File: src/rtl/cpu_ctrl.sv
// Instruction sequencer for the 8-bit accumulator CPU: owns pc/ir and d_bus driver selection.
// Latency: 2 cycles for LD/JMP/JZ and 3 cycles for ALU ops and ST, plus one IDLE cycle when resuming from IDLE.
// Backpressure: run low parks the sequencer in IDLE at the next instruction boundary; run is ignored mid-instruction.
module cpu_ctrl #(
    parameter logic [4:0] RESET_PC = 5'd0
) (
    input  logic       reset,
    input  logic       tclk,
    input  logic       run,
    input  logic [7:0] d_bus,
    input  logic       c,
    input  logic       z,
    output logic [7:0] ir,
    output logic [4:0] pc,
    output logic [4:0] addr,
    output logic       mem_rd,
    output logic       mem_wr,
    output logic       ldAcc,
    output logic       useAlu,
    output logic       dbusSelect,
    output logic       busy
);

    typedef enum logic [1:0] {IDLE, FETCH, EXEC_A, EXEC_B} state_t;

    localparam logic [2:0] OP_ADD   = 3'b000;
    localparam logic [2:0] OP_SUB   = 3'b001;
    localparam logic [2:0] OP_NAND  = 3'b010;
    localparam logic [2:0] OP_SHIFT = 3'b011;
    localparam logic [2:0] OP_LD    = 3'b100;
    localparam logic [2:0] OP_ST    = 3'b101;
    localparam logic [2:0] OP_JMP   = 3'b110;
    localparam logic [2:0] OP_JZ    = 3'b111;

    state_t     state;
    logic [2:0] op;
    logic       ends_in_a;
    logic       take_jump;
    logic       unused_carry;

    assign op        = ir[7:5];
    assign ends_in_a = (op == OP_LD) || (op == OP_JMP) || (op == OP_JZ);
    assign take_jump = (op == OP_JMP) || ((op == OP_JZ) && z);
    // Carry has no consumer among the current opcodes.
    assign unused_carry = c;

    always_ff @(posedge tclk or posedge reset) begin
        if (reset) begin
            state <= IDLE;
            pc    <= RESET_PC;
            ir    <= 8'h00;
        end else begin
            case (state)
                IDLE: begin
                    if (run) state <= FETCH;
                end
                FETCH: begin
                    ir    <= d_bus;
                    pc    <= pc + 5'd1;
                    state <= EXEC_A;
                end
                EXEC_A: begin
                    if (take_jump) pc <= ir[4:0];
                    if (ends_in_a) state <= run ? FETCH : IDLE;
                    else           state <= EXEC_B;
                end
                EXEC_B: begin
                    state <= run ? FETCH : IDLE;
                end
                default: state <= IDLE;
            endcase
        end
    end

    // Strobes decode from state and ir only, so reset clears them without waiting for a clock.
    always_comb begin
        addr       = pc;
        mem_rd     = 1'b0;
        mem_wr     = 1'b0;
        ldAcc      = 1'b0;
        useAlu     = 1'b0;
        dbusSelect = 1'b0;
        busy       = (state != IDLE);
        case (state)
            FETCH: mem_rd = 1'b1;
            EXEC_A: begin
                addr = ir[4:0];
                case (op)
                    OP_ADD, OP_SUB, OP_NAND: begin
                        mem_rd = 1'b1;
                        useAlu = 1'b1;
                    end
                    OP_SHIFT, OP_ST: useAlu = 1'b1;
                    OP_LD: begin
                        mem_rd = 1'b1;
                        ldAcc  = 1'b1;
                    end
                    default: ;
                endcase
            end
            EXEC_B: begin
                addr = ir[4:0];
                case (op)
                    OP_ADD, OP_SUB, OP_NAND, OP_SHIFT: begin
                        dbusSelect = 1'b1;
                        ldAcc      = 1'b1;
                    end
                    OP_ST: begin
                        dbusSelect = 1'b1;
                        mem_wr     = 1'b1;
                    end
                    default: ;
                endcase
            end
            default: ;
        endcase
    end

endmodule

File: config.mk
export PLATFORM = sky130hd
export DESIGN_NAME = cpu_ctrl
export DESIGN_NICKNAME = d
export VERILOG_FILES = /design/src/rtl/cpu_ctrl.sv
export SDC_FILE = /design/constraint.sdc
export NUM_CORES = 1
export LEC_CHECK = 0
export CAP_MARGIN = 10
export CORE_ASPECT_RATIO = 2
export CORE_UTILIZATION = 35
export CTS_CLUSTER_SIZE = 14
export DETAILED_ROUTE_END_ITERATION = 10
export PLACE_DENSITY = 0.7
export SETUP_SLACK_MARGIN = 0.1
export SLEW_MARGIN = 15
export SYNTH_ARGS = -nofsm -noshare
export SYNTH_HDL_FRONTEND = slang
export SYNTH_SLANG_ARGS = --single-unit
export TNS_END_PERCENT = 20
File: constraint.sdc
create_clock -name tclk -period 1.77 [get_ports tclk]
set_clock_uncertainty 0.05 [all_clocks]
set_input_delay 0.177 -clock tclk [delete_from_list [all_inputs] [get_ports tclk]]
set_output_delay 0.177 -clock tclk [all_outputs]
set_load 0.02 [all_outputs]
# After elaboration in Yosys (flattened, before gate mapping)
# Index checks and enable logic that the tools add are counted.
# word_totals
word_cells	46
ff_bits	15
inputBits	13
output_inout_bits	24
# op_classes
n_addsub	1
muxes	17
reduce_logical	13
eq_ne	12
# ops
operator	count
== test 3 bit (second input constant)	4
2-to-1 mux 5 bit	2
one-hot mux 5 bit (2 select lines)	1
2-to-1 mux 1 bit	9
one-hot mux 2 bit (4 select lines)	1
OR reduction 4 bit	2
== test 3 x 2 -> 1 bit (second input constant)	2
adder 5 x 1 -> 5 bit (second input constant)	1
OR reduction 5 bit	1
== test 2 bit (second input constant)	2
2-to-1 mux 2 bit	2
inequality test 2 bit (second input constant)	2
one-hot mux 1 bit (2 select lines)	2
nonzero test 2 bit	2
== test 3 x 1 -> 1 bit (second input constant)	1
logical NOT 3 bit	1
logical OR 1 bit	3
== test 2 x 1 -> 1 bit (second input constant)	1
logical NOT 2 bit	1
AND reduction 2 bit	1
OR reduction 2 bit	1
logical AND 1 bit	1

# Logic depth before layout (Yosys ltp)
# Gate-level depths: netlist (run 1).
# logic_depth
depth_word	5
mapped_depth	7
ltp_nobuf	6

# Worst setup path after synthesis (run 1)
# Ideal clock, no wire load.
# synth_timing
path_kind	register to output
start	register state[0]
end	output mem_rd
arrival_ns	1.475
path_buffers	1
path_slack_ns	0.068
path_stages_with_launch	6
required_ns	1.543
path_cell_list	dfrtp_1 inv_1 ha_1 buf_2 nand2_1 o21ai_0
# synth_between
elab_chain_len	2
elab_cells_between_ends	3
classes_between	2 x eq/ne; 1 x mux
# synth_lines
element	line	text
start: declaration	35	state_t state;
start signal: assignment	64	if (ends_in_a) state <= run ? FETCH : IDLE;
start signal: assignment	68	state <= run ? FETCH : IDLE;
== test 2 bit / == test 2 x 1 -> 1 bit (equally long branches)	84	case (state)
one-hot mux 1 bit (2 select lines) (*)	84	
end: declaration	16	output logic mem_rd,
# Mark *: on every way between the ends. The rest lies on a longest branch, timed or not.

# Final worst setup path (run 1)
# layout_timing
start	register state[1]
end	output addr[1]
# layout_between
elab_chain_len	3
elab_cells_between_ends	4
classes_between	2 x eq/ne; 1 x mux; 1 x reduce/logical
# layout_lines
element	line	text
== test 2 bit	84	
OR reduction 2 bit (no source line) (*)	-	
2-to-1 mux 5 bit (*)	84	
end: declaration	15	output logic [4:0] addr,
# Marks and branches as above.

==> metrics.md, run 1 <==
| Metric | Value |
|---|---|
| FMAX | `0.549 GHz` |
| Tightest Pin Transition | `0.559 ns` |
| Outcome | `finished with violations` |
| First-pass GRT wire length | `3.79 mm` |
| Most frequent cells after synthesis | `15 x dfrtp_1, 12 x mux2_2, 6 x ha_1, 6 x inv_1` |
| Area after DPL | `1400 µm²` |
| ANT nets after route | `0` |
| Layout overhead on the synthesized area | `69.5%` |
| Later-pin clock latency in the skew report | `0.25 ns` |
| Clk root buf | `clkbuf_8` |
| GRT Residual Overflow | `0` |
| RR Endpoint | `pc[3]$_DFFE_PP0P_` |
| Clock tree sinks | `15` |
| Setup tns final | `-0.256 ns` |
| Hold WC Path Type | `in -> async` |
| CORE AREA | `2540 µm²` |
| Routed WL | `2.45 mm` |
| Placed instance count | `160` |
| Relative slew slack | `62.7%` |
| Flop2flop setup slack | `-0.03 ns` |
| Post-synthesis area per instance | `10.7 µm²` |
| Vias in the first global route | `872` |
| Setup crit end kind | `output pin` |
| Fill cell count | `210` |
| CTS tree | `yes` |
| Async S/R FF share, synth | `100%` |
| FF+latch count, synth | `15` |
| Cells on worst reg2reg path | `8` |
| Dominant synthesized flop cell | `dfrtp_1` |
| PwrDens | `2390 nW/µm²` |
| Synth Instances | `86` |
| Detailed Route Iter0 Violations | `14` |
| Worst R2R Start | `state[1]$_DFFE_PP0P_` |
| # rows | `26` |
| CP Data Required Time | `1.54 ns` |
| Clock slew at reported path FFs | `0.06 ns` |
| DRC viols | `0` |
| CTS H-tree lvls | `1` |
| Most frequent cell after synthesis | `dfrtp_1` |
| Num ports | `37` |
| Fin util | `61.7%` |
| RD Place Congestion | `0.800` |
| CP startpoint | `state[1]$_DFFE_PP0P_` |
| Endpoints failing setup | `6` |
| Final Cell Area | `1570 µm²` |
| Dominant cell type by area after synthesis | `dfrtp_1` |
| Post-synth EDFFs | `0` |
| Crit Path Max Fanout | `5` |
| GRT Resource Usage Total | `18.6%` |
| CTS Hold Bufs | `0` |
| Storage cell area | `378 µm²` |
| Crit path arrival time | `1.59 ns` |
| Port bufs | `35` |
| Vias per std cell | `5.20` |
| Synth warnings | `0` |
| Antenna violations before repair | `0` |
| Final Critical Period | `1.82 ns` |
| Ant diodes | `0` |
| Largest net degree at the start of global routing | `16` |
| Synth top area share | `40.7%` |
| HPWL Detailed | `1.74 mm` |
| Die ar. | `2860 µm²` |
| Synth Net Count | `105` |
| Failing checks | `negative setup slack` |
| Mapped cell area | `923 µm²` |
| Initial Util | `36.4%` |
| Setup WS post-layout | `-0.0513 ns` |
| Hold Vio Cnt, Final | `0` |
| Post-Layout Cell Count | `167` |
| RSZ-0062 raised after global routing | `yes` |
| Die span in x | `38.3 µm` |
| Slew Limit Fails | `0` |
| Startpoint types | `register` |
| Critical path class | `reg -> out` |
| TritonRoute pass-1 iters | `4` |
| Max-Cap Viols | `0` |
| DR WL/cell | `14.6 µm` |
| Die Ht | `74.6 µm` |
| Crit share post-route | `103%` |
| Yosys cell types | `28` |
| Register area share after synthesis | `40.7%` |
| Share of cells above drive strength 1 | `40.3%` |
| Multi-input logic area | `576 µm²` |
| CTS max path bufs | `2` |
| P_leak | `0.674 nW` |
| Max VDD drop | `0.00131 V` |
| Largest cells by area after synthesis | `dfrtp_1 41%, mux2_2 15%, ha_1 8.1%, o221a_1 4.9%, a21oi_1 2.7%` |
| Nets@finish | `159` |
| CTS Buf Count | `3` |
| Vias | `869` |
-- state kept, by name, summed over array words and instances (netlist names) --
| register | flops |
|---|---|
| pc | 5 |
| state | 2 |
| ir | 8 |
-- how the worst max path moves through the flow --
| stage | endpoint |
|---|---|
| 2_1_floorplan | addr[0] |
| 3_5_place_dp | addr[1] |
| 6_report | addr[1] |
| 4_1_cts | addr[1] |
| 3_3_place_gp | addr[2] |
| 5_1_grt | pc[3]$_DFFE_PP0P_ |
-- per-stage QoR --
stage	power, W	hold WS, ns	worst slack (ns)
2_1_floorplan	0.00200	0.0285	0.0920
3_3_place_gp	0.00302	0.500	-0.233
3_5_place_dp	0.00307	0.509	-0.327
4_1_cts	0.00336	0.264	-0.105
5_1_grt	0.00398	0.300	-0.109
6_report	0.00374	0.234	-0.0513
-- cells in the final DEF (no fill, tap or decap), types with 3 or more instances in the layout --
cell type / count
dfrtp_1: 13
nand2_1: 5
clkdlybuf4s50_1: 24
clkbuf_8: 3
ha_4: 3
buf_6: 10
inv_1: 4
o21ai_0: 3
mux2_4: 5
mux2_2: 7
buf_4: 14
ha_1: 3
nor2_1: 3
o221a_1: 4
a21oi_1: 5
-- kinds of logic after synthesis --
kind of cell | Yosys count | share of synthesized area (%)
simple gates | 21 | 12.5
xor+xnor | 1 | 0.949
fa+ha+maj | 7 | 9.21
flops | 15 | 40.7
mux | 14 | 16.8
buf+inv | 10 | 4.74
compound gates | 18 | 15.2
-- power by group --
part	switching, W	leakage, nW	internal, W	total, W
Clock	0.000121	0.0228	0.000160	0.000281
Sequential	0.000203	0.169	0.000527	0.000730
Combinational	0.00126	0.482	0.00147	0.00273
Total	0.00158	0.674	0.00216	0.00374
-- critical path, stage by stage (launching register included) --
cell	delay (ns)
dfrtp_2	0.45
ha_4	0.19
nor2_4	0.11
buf_6	0.14
mux2_4	0.31
buf_6	0.13
-- area by class of cell --
class | instances | area share [%]
inverter | 7 | 1.84
sequential | 15 | 24.1
timing repair buffer | 52 | 32.1
multi-input combinational | 61 | 36.8
tap | 28 | 2.24
clock buffer | 4 | 2.88
-- metal layers --
layer / routed length (µm) / part of all wire (%) / vias to the layer above / global-route usage (%)
li1: - / - / 414 / -
met1: 889 / 36 / 426 / 20.9
met2: 1430 / 59 / 25 / 33.5
met3: 88 / 3.6 / 4 / 0.885
met4: 33 / 1.3 / 0 / 9.92
met5: 0 / 0 / - / 0
-- repair_timing --
action                     4_1_cts  5_1_grt
pin swaps                        1        4
setup endpoints to repair       19       16
resized for setup               48       42
setup buffers                    1        2
Note: power is estimated with default switching activity, not from simulation.
==> run 2, diff against run 1 <==
--- a/config.mk
+++ b/config.mk
@@ -12,7 +12,7 @@
 export DETAILED_ROUTE_END_ITERATION = 10
 export PLACE_DENSITY = 0.7
 export SETUP_SLACK_MARGIN = 0.1
-export SLEW_MARGIN = 15
+export SLEW_MARGIN = 20
 export SYNTH_ARGS = -nofsm -noshare
 export SYNTH_HDL_FRONTEND = slang
 export SYNTH_SLANG_ARGS = --single-unit
==> results of run 2 <==
Same layout as run 1: the final DEF is identical, and so are final timing and power.
